## src/rtl/jk_bank_arbiter.sv

```systemverilog
// Round-robin arbiter/sequencer sharing one bank of negative-edge J-K flip-flops between requesters A and B.
// Optional bank readback with a sticky Mismatch flag is enabled by defining JK_ARB_READBACK_EN.
module jk_bank_arbiter #(
    parameter int unsigned BLOCKS       = 3,
    parameter int unsigned SETUP_CYCLES = 1,
    parameter int          DELAY_RISE   = 0,
    parameter int          DELAY_FALL   = 0
) (
    input  logic              Clk,
    input  logic              Clear_bar,
    input  logic              Req_A,
    input  logic              Req_B,
    input  logic [1:0]        Op_A,
    input  logic [1:0]        Op_B,
    input  logic [BLOCKS-1:0] Data_A,
    input  logic [BLOCKS-1:0] Data_B,
    input  logic [BLOCKS-1:0] Mask_A,
    input  logic [BLOCKS-1:0] Mask_B,
    output logic              Grant_A,
    output logic              Grant_B,
    output logic              Ack_A,
    output logic              Ack_B,
    output logic              Busy,
    output logic [BLOCKS-1:0] J,
    output logic [BLOCKS-1:0] K,
    output logic              Strobe_bar
`ifdef JK_ARB_READBACK_EN
    ,
    input  logic [BLOCKS-1:0] Q,
    output logic              Mismatch
`endif
);

    localparam int unsigned CNT_W = 4;

    // Output delays are a netlist/timing attribute; the RTL itself is zero-delay.
    if (SETUP_CYCLES < 1 || SETUP_CYCLES > 15 || DELAY_RISE < 0 || DELAY_FALL < 0) begin : g_param_check
        $error("jk_bank_arbiter: illegal parameter value");
    end

    typedef enum logic [1:0] {
        ST_IDLE    = 2'd0,
        ST_SETUP   = 2'd1,
        ST_PULSE   = 2'd2,
        ST_RELEASE = 2'd3
    } state_t;

    state_t             state, state_n;
    logic [CNT_W-1:0]   cnt, cnt_n;
    logic               prio_a, prio_a_n;
    logic               take_a;
    logic               grant_a_n, grant_b_n, ack_a_n, ack_b_n, busy_n, strobe_n;
    logic [BLOCKS-1:0]  j_n, k_n;

    function automatic logic [BLOCKS-1:0] calc_j(input logic [1:0] op,
                                                 input logic [BLOCKS-1:0] d,
                                                 input logic [BLOCKS-1:0] m);
        case (op)
            2'b01:   calc_j = d & m;
            2'b10:   calc_j = m;
            default: calc_j = '0;
        endcase
    endfunction

    function automatic logic [BLOCKS-1:0] calc_k(input logic [1:0] op,
                                                 input logic [BLOCKS-1:0] d,
                                                 input logic [BLOCKS-1:0] m);
        case (op)
            2'b01:         calc_k = ~d & m;
            2'b10, 2'b11:  calc_k = m;
            default:       calc_k = '0;
        endcase
    endfunction

    // Next-state and next-output logic; every output is registered below.
    always_comb begin
        state_n   = state;
        cnt_n     = cnt;
        prio_a_n  = prio_a;
        take_a    = 1'b0;
        grant_a_n = Grant_A;
        grant_b_n = Grant_B;
        ack_a_n   = 1'b0;
        ack_b_n   = 1'b0;
        busy_n    = Busy;
        strobe_n  = 1'b1;
        j_n       = J;
        k_n       = K;
        case (state)
            ST_IDLE: begin
                if (Req_A || Req_B) begin
                    take_a    = Req_A && (!Req_B || prio_a);
                    grant_a_n = take_a;
                    grant_b_n = !take_a;
                    prio_a_n  = !take_a;
                    busy_n    = 1'b1;
                    cnt_n     = '0;
                    j_n       = take_a ? calc_j(Op_A, Data_A, Mask_A) : calc_j(Op_B, Data_B, Mask_B);
                    k_n       = take_a ? calc_k(Op_A, Data_A, Mask_A) : calc_k(Op_B, Data_B, Mask_B);
                    state_n   = ST_SETUP;
                end
            end
            ST_SETUP: begin
                if (cnt == CNT_W'(SETUP_CYCLES - 1)) begin
                    strobe_n = 1'b0;
                    state_n  = ST_PULSE;
                end else begin
                    cnt_n = cnt + CNT_W'(1);
                end
            end
            ST_PULSE: begin
                ack_a_n = Grant_A;
                ack_b_n = Grant_B;
                state_n = ST_RELEASE;
            end
            ST_RELEASE: begin
                grant_a_n = 1'b0;
                grant_b_n = 1'b0;
                busy_n    = 1'b0;
                j_n       = '0;
                k_n       = '0;
                state_n   = ST_IDLE;
            end
            default: state_n = ST_IDLE;
        endcase
    end

    always_ff @(posedge Clk or negedge Clear_bar) begin
        if (!Clear_bar) begin
            state      <= ST_IDLE;
            cnt        <= '0;
            prio_a     <= 1'b1;
            Grant_A    <= 1'b0;
            Grant_B    <= 1'b0;
            Ack_A      <= 1'b0;
            Ack_B      <= 1'b0;
            Busy       <= 1'b0;
            Strobe_bar <= 1'b1;
            J          <= '0;
            K          <= '0;
        end else begin
            state      <= state_n;
            cnt        <= cnt_n;
            prio_a     <= prio_a_n;
            Grant_A    <= grant_a_n;
            Grant_B    <= grant_b_n;
            Ack_A      <= ack_a_n;
            Ack_B      <= ack_b_n;
            Busy       <= busy_n;
            Strobe_bar <= strobe_n;
            J          <= j_n;
            K          <= k_n;
        end
    end

`ifdef JK_ARB_READBACK_EN
    logic [BLOCKS-1:0] q_snap;
    logic [BLOCKS-1:0] q_pred_c;

    // Expected bank state after the strobe, from the pre-strobe snapshot and the held J/K.
    assign q_pred_c = (J & K & ~q_snap) | (J & ~K) | (~J & ~K & q_snap);

    always_ff @(posedge Clk or negedge Clear_bar) begin
        if (!Clear_bar) begin
            q_snap   <= '0;
            Mismatch <= 1'b0;
        end else begin
            if (state == ST_SETUP) begin
                q_snap <= Q;
            end
            if (state == ST_RELEASE && Q != q_pred_c) begin
                Mismatch <= 1'b1;
            end
        end
    end
`endif

endmodule

```

## config.mk

```make
export PLATFORM = sky130hd
export DESIGN_NAME = jk_bank_arbiter
export DESIGN_NICKNAME = d
export VERILOG_FILES = /design/src/rtl/jk_bank_arbiter.sv
export SDC_FILE = /design/constraint.sdc
export NUM_CORES = 1
export LEC_CHECK = 0
export ABC_CLOCK_PERIOD_IN_PS = 1830
export CORE_MARGIN = 2
export CORE_UTILIZATION = 25
export DETAILED_ROUTE_END_ITERATION = 10
export DONT_BUFFER_PORTS = 1
export PLACE_DENSITY = 0.39
export SYNTH_ARGS = -nofsm -noshare
export SYNTH_HDL_FRONTEND = slang
export SYNTH_SLANG_ARGS = --single-unit
export TNS_END_PERCENT = 100
```

## constraint.sdc

```tcl
create_clock -name Clk -period 1.83 [get_ports Clk]
set_clock_uncertainty 0.05 [all_clocks]
set_input_delay 0 -clock Clk [delete_from_list [all_inputs] [get_ports Clk]]
set_output_delay 0 -clock Clk [all_outputs]
set_load 0.1 [all_outputs]
```

After elaboration in Yosys (flattened, before gate mapping)
Cells that the tools add are included.
{"block": "word_totals", "regBits": 19, "latch_bits": 0, "ram_bits": 0, "rom_bits": 0, "in_bits": 20, "out_inout_bits": 12, "wordCells": 71, "memories": 0}
{"block": "op_classes", "n_addsub": 1, "multipliers": 0, "div": 0, "order_cmp": 0, "eq_ne": 12, "shift": 0, "n_mux": 26, "n_bitwise": 6, "reduce_logical": 15}
{"cell": "3-bit case mux with 2 select lines", "n": 6}
{"cell": "3-bit bitwise AND", "n": 4}
{"cell": "2-bit == test, second input constant", "n": 6}
{"cell": "3-bit 2-to-1 mux", "n": 4}
{"cell": "4-bit 2-to-1 mux", "n": 2}
{"cell": "2-bit case mux with 4 select lines", "n": 1}
{"cell": "4-bit case mux with 2 select lines", "n": 1}
{"cell": "1-bit 2-to-1 mux", "n": 7}
{"cell": "2-bit by 1-bit == test with 1-bit output, second input constant", "n": 3}
{"cell": "2-bit inequality test, second input constant", "n": 3}
{"cell": "3-bit NOT", "n": 2}
{"cell": "1-bit case mux with 2 select lines", "n": 3}
{"cell": "2-bit AND reduction", "n": 3}
{"cell": "4-bit by 1-bit adder with 4-bit output, second input constant", "n": 1}
{"cell": "4-bit zero test", "n": 1}
{"cell": "2-bit 2-to-1 mux", "n": 2}
{"cell": "2-bit nonzero test", "n": 2}
{"cell": "2-bit OR reduction", "n": 2}
{"cell": "3-bit AND reduction", "n": 1}
{"cell": "1-bit zero test", "n": 2}
{"cell": "2-bit zero test", "n": 1}
{"cell": "1-bit logical OR", "n": 2}
{"cell": "1-bit logical AND", "n": 1}

Logic depth before layout (Yosys ltp)
{"block": "depth", "ltp_word": 6, "mapped_depth": 8, "ltp_nobuf": 6}

Worst setup path after synthesis
Ideal clock, no wire load.
{"block": "synth_path", "path_kind": "register to register", "startpoint": "reg state[0]", "endpoint": "reg cnt[0]", "setup_ns": 0.121, "t_arrival_ns": 1.542, "t_required_ns": 1.659, "setup_slack_ns": 0.117, "path_stages_with_launch": 9, "n_path_buf": 2, "period_less_slack_ns": 1.713, "cell_sequence": "dfrtp_1 inv_1 ha_1 buf_4 or3b_1 buf_6 nand2_2 o21ai_1 a22o_1"}
{"block": "synth_between", "elab_chain_len": 3, "word_cells_on_any_way": 7, "classes_between": "3 x eq/ne; 1 x mux; 3 x reduce/logical"}
{"item": "from (decl)", "line": "48", "rtl": "state_t state, state_n;"}
{"item": "from (signal assigned)", "line": "142", "rtl": "state <= state_n;"}
{"item": "2-bit by 1-bit == test with 1-bit output or 2-bit zero test (tied branches)", "line": "89", "rtl": "case (state)"}
{"item": "2-bit inequality test (no line) or 2-bit nonzero test (tied branches)"}
{"item": "3-bit AND reduction (no line)"}
{"item": "to (signal assigned)", "line": "143", "rtl": "cnt <= cnt_n;"}
{"item": "to (decl)", "line": "49", "rtl": "logic [CNT_W-1:0] cnt, cnt_n;"}
Parallel ways exist; a longest one is shown, timed or not.
A chain may end at the register's enable or synchronous reset.

Worst setup path in the final report
{"block": "layout_path", "startpoint": "reg cnt[0]", "endpoint": "reg state[1]"}
{"block": "layout_between", "elab_chain_len": 3}
{"item": "4-bit zero test", "line": "104", "rtl": "if (cnt == CNT_W'(SETUP_CYCLES - 1)) begin"}
{"item": "2-bit inequality test (no line)"}
{"item": "2-bit AND reduction (no line)"}
No other way between the ends.

==> reports/results.ini <==
[run_status]
status = finished with violations
violations = negative hold slack

[global_routing]
grt_max_degree = 20
grt_overflow = 0
grt_pass1_vias = 1174
antenna_found_initial = 0
grt_pass1_wl_um = 5340
track_usage = 0.123

[logic_synthesis]
synth_edf_count = 0
synth_sequential_area_ratio = 0.378
synthFlopType = dfrtp_1
syn_inst = 133
yosys_warnings = 0
ys_ff_latch = 19
synth_fp_nets = 168
async_flop_share = 1.00
syn-cell-area_um2 = 1260
syn_avg_cell_area_um2 = 9.50
ys_types = 35

[final_layout]
antenna_cells = 0
postLayoutCoreUtil = 0.348
synthToLayoutAreaGrowth_pct = 31.7
stdcell_area_um2 = 1660
final_cell_mix = dfrtp_1, nand2_1, buf_4, dlygate4sd3_1, ha_1
nets = 201
drive_above_1_share = 0.212

[placed_design]
place_area_um2 = 1440
hpwl_um = 2390
globalplace.congestion = 0.858
io_buffer_count = 0

[detailed_routing]
wl_per_cell_um = 13.5
dr_wl_met2_um = 1460
met1_length_um = 1470
routed.top_layer = met4
wl_met3_um = 179
avgViaCountPerCell = 4.84
wl_um = 3130
vias = 1124
drt_iter0_drc = 72
post-route-drc-count = 0
antenna_left = 0
drtPass1Iterations = 4

[setup_path]
crit_path_cell_trace = inv_1 > ha_1 > or3b_2 > a21boi_4 > nand2_1 > o21ai_1
critPathCaptureType = register
path_max_fanout = 6
startpoint_type = register
crit_family = simple AND/OR/NAND/NOR gates
worstPathArrival_ns = 1.85
path_buf_inv = 1
worstSetupPathType = register to register
slowest_delay_ns = 0.51
critical_path.slowest_cell = or3b_2
reg2reg_slack_ns = 0.11
required_ns = 1.96

[cts]
clock_sinks = 19
tritoncts = yes
clk_pin_slew_worst_paths_ns = 0.08
cts-buffers-inserted = 3
cts-htree-levels = 1
insertion_delay_ns = 0.25
root_buffer = clkbuf_8
cts_max_path_buffers = 2

[sta]
period_share = 0.938
worstMarginPinSlew_ns = 0.895
slew-limit-headroom = 0.402
setup_violations = 0
fmax_ghz = 0.583
slew_viol_final = 0
hold_viol_final = 1
timing.hold.ws_ns = -0.00101
grt_setup_unrepaired = false
period_minus_slack_ns = 1.72

[floorplanning]
chipHeight_um = 75.1
die_x_um = 75.1
start_util = 0.264
coreArea_um2 = 4790
io_pins = 32
rows = 25
design.die.area_um2 = 5640

[hold_path]
hold_path.class = input port to register

[pwr]
p_total_w = 0.00255
ir_drop_mv = 0.659
leakage_nw = 0.817
power.density_nw_per_um2 = 1530

[run]
cap_violations = 0

==> sequential cells by signal, indices dropped and copies added (netlist names) <==
| register | count |
|---|---|
| cnt | 4 |
| J | 3 |
| K | 3 |
| state | 2 |
| Ack_A | 1 |
| Ack_B | 1 |
| Busy | 1 |
| Grant_A | 1 |
| Grant_B | 1 |
| Strobe_bar | 1 |
| prio_a | 1 |
==> routing by layer <==
layer	vias to the layer above	GRT usage
li1	537	-
met1	555	0.155
met2	30	0.211
met3	2	0.0348
met4	0	0.0238
met5	-	0
==> power by group <==
part | leakage, nW | total [W] | switching, W | internal [W]
Clock | 0.0228 | 0.000300 | 0.000145 | 0.000155
Combinational | 0.547 | 0.00152 | 0.00106 | 0.000458
Sequential | 0.248 | 0.000725 | 0.000157 | 0.000568
==> worst paths after layout <==
kind                       startpoint        to  cells past startpoint
min in group asynchronous   Clear_bar      J[0]                      1
max reg2reg                    cnt[0]  state[1]                      6
max in group asynchronous   Clear_bar    cnt[2]                      1
max                            cnt[0]  state[1]                      6
min                         Data_A[2]      J[2]                      3
min reg2reg                      K[1]      K[1]                      2
==> cells by family after synthesis <==
| logic type | share of synthesized area |
|---|---|
| buffers and inverters | 0.0515 |
| adders and majority gates | 0.149 |
| AOI/OAI and AO/OA | 0.197 |
| muxes | 0.00792 |
| and+or+nand+nor | 0.217 |
| DFF | 0.378 |
==> cell type report <==
type	count	area, um^2
flip-flops and latches	19	478
multi-input cells	100	746
fillers	509	3120
well taps	67	83.8
repair buffers	31	270
clock buffers	4	45.0
inverters	11	41.3
==> through the flow <==
step                worst slack [ns]  TNS (ns)  instances
finish                         0.114         0        232
global route                0.000230         0        232
CTS                           0.0240         0        232
detailed placement           -0.0324   -0.0474        213
global placement              0.0556         0        213
floorplan                      0.117         0        133
==> cells in the mapped netlist, drive strengths merged (2+ instances only) <==
cell type  instances  share of area
nand2             18          0.055
dfrtp             17           0.34
ha                15           0.15
nand3             12          0.048
o21ai             12          0.056
inv               11          0.033
a21o               6          0.036
a22o               6          0.042
nor2               6          0.018
a32oi              4          0.028
and2               3          0.015
buf                3          0.019
dfstp              2          0.042
nor4b              2          0.019
o311ai             2          0.014
or3b               2          0.014
==> worst min-delay path: stages <==
cell,delay [ns]
a21o_1,0.10
nand3_1,0.10
nand2_1,0.07
==> timing repair <==
item                                    4_1_cts  5_1_grt
endpoints found under the setup margin        5        9
hold buffers                                 15        0
buffers inserted                              0        0
endpoints found under the hold margin        29        0
resized for setup                             2        5
Note: power is estimated with default switching activity, not from simulation.
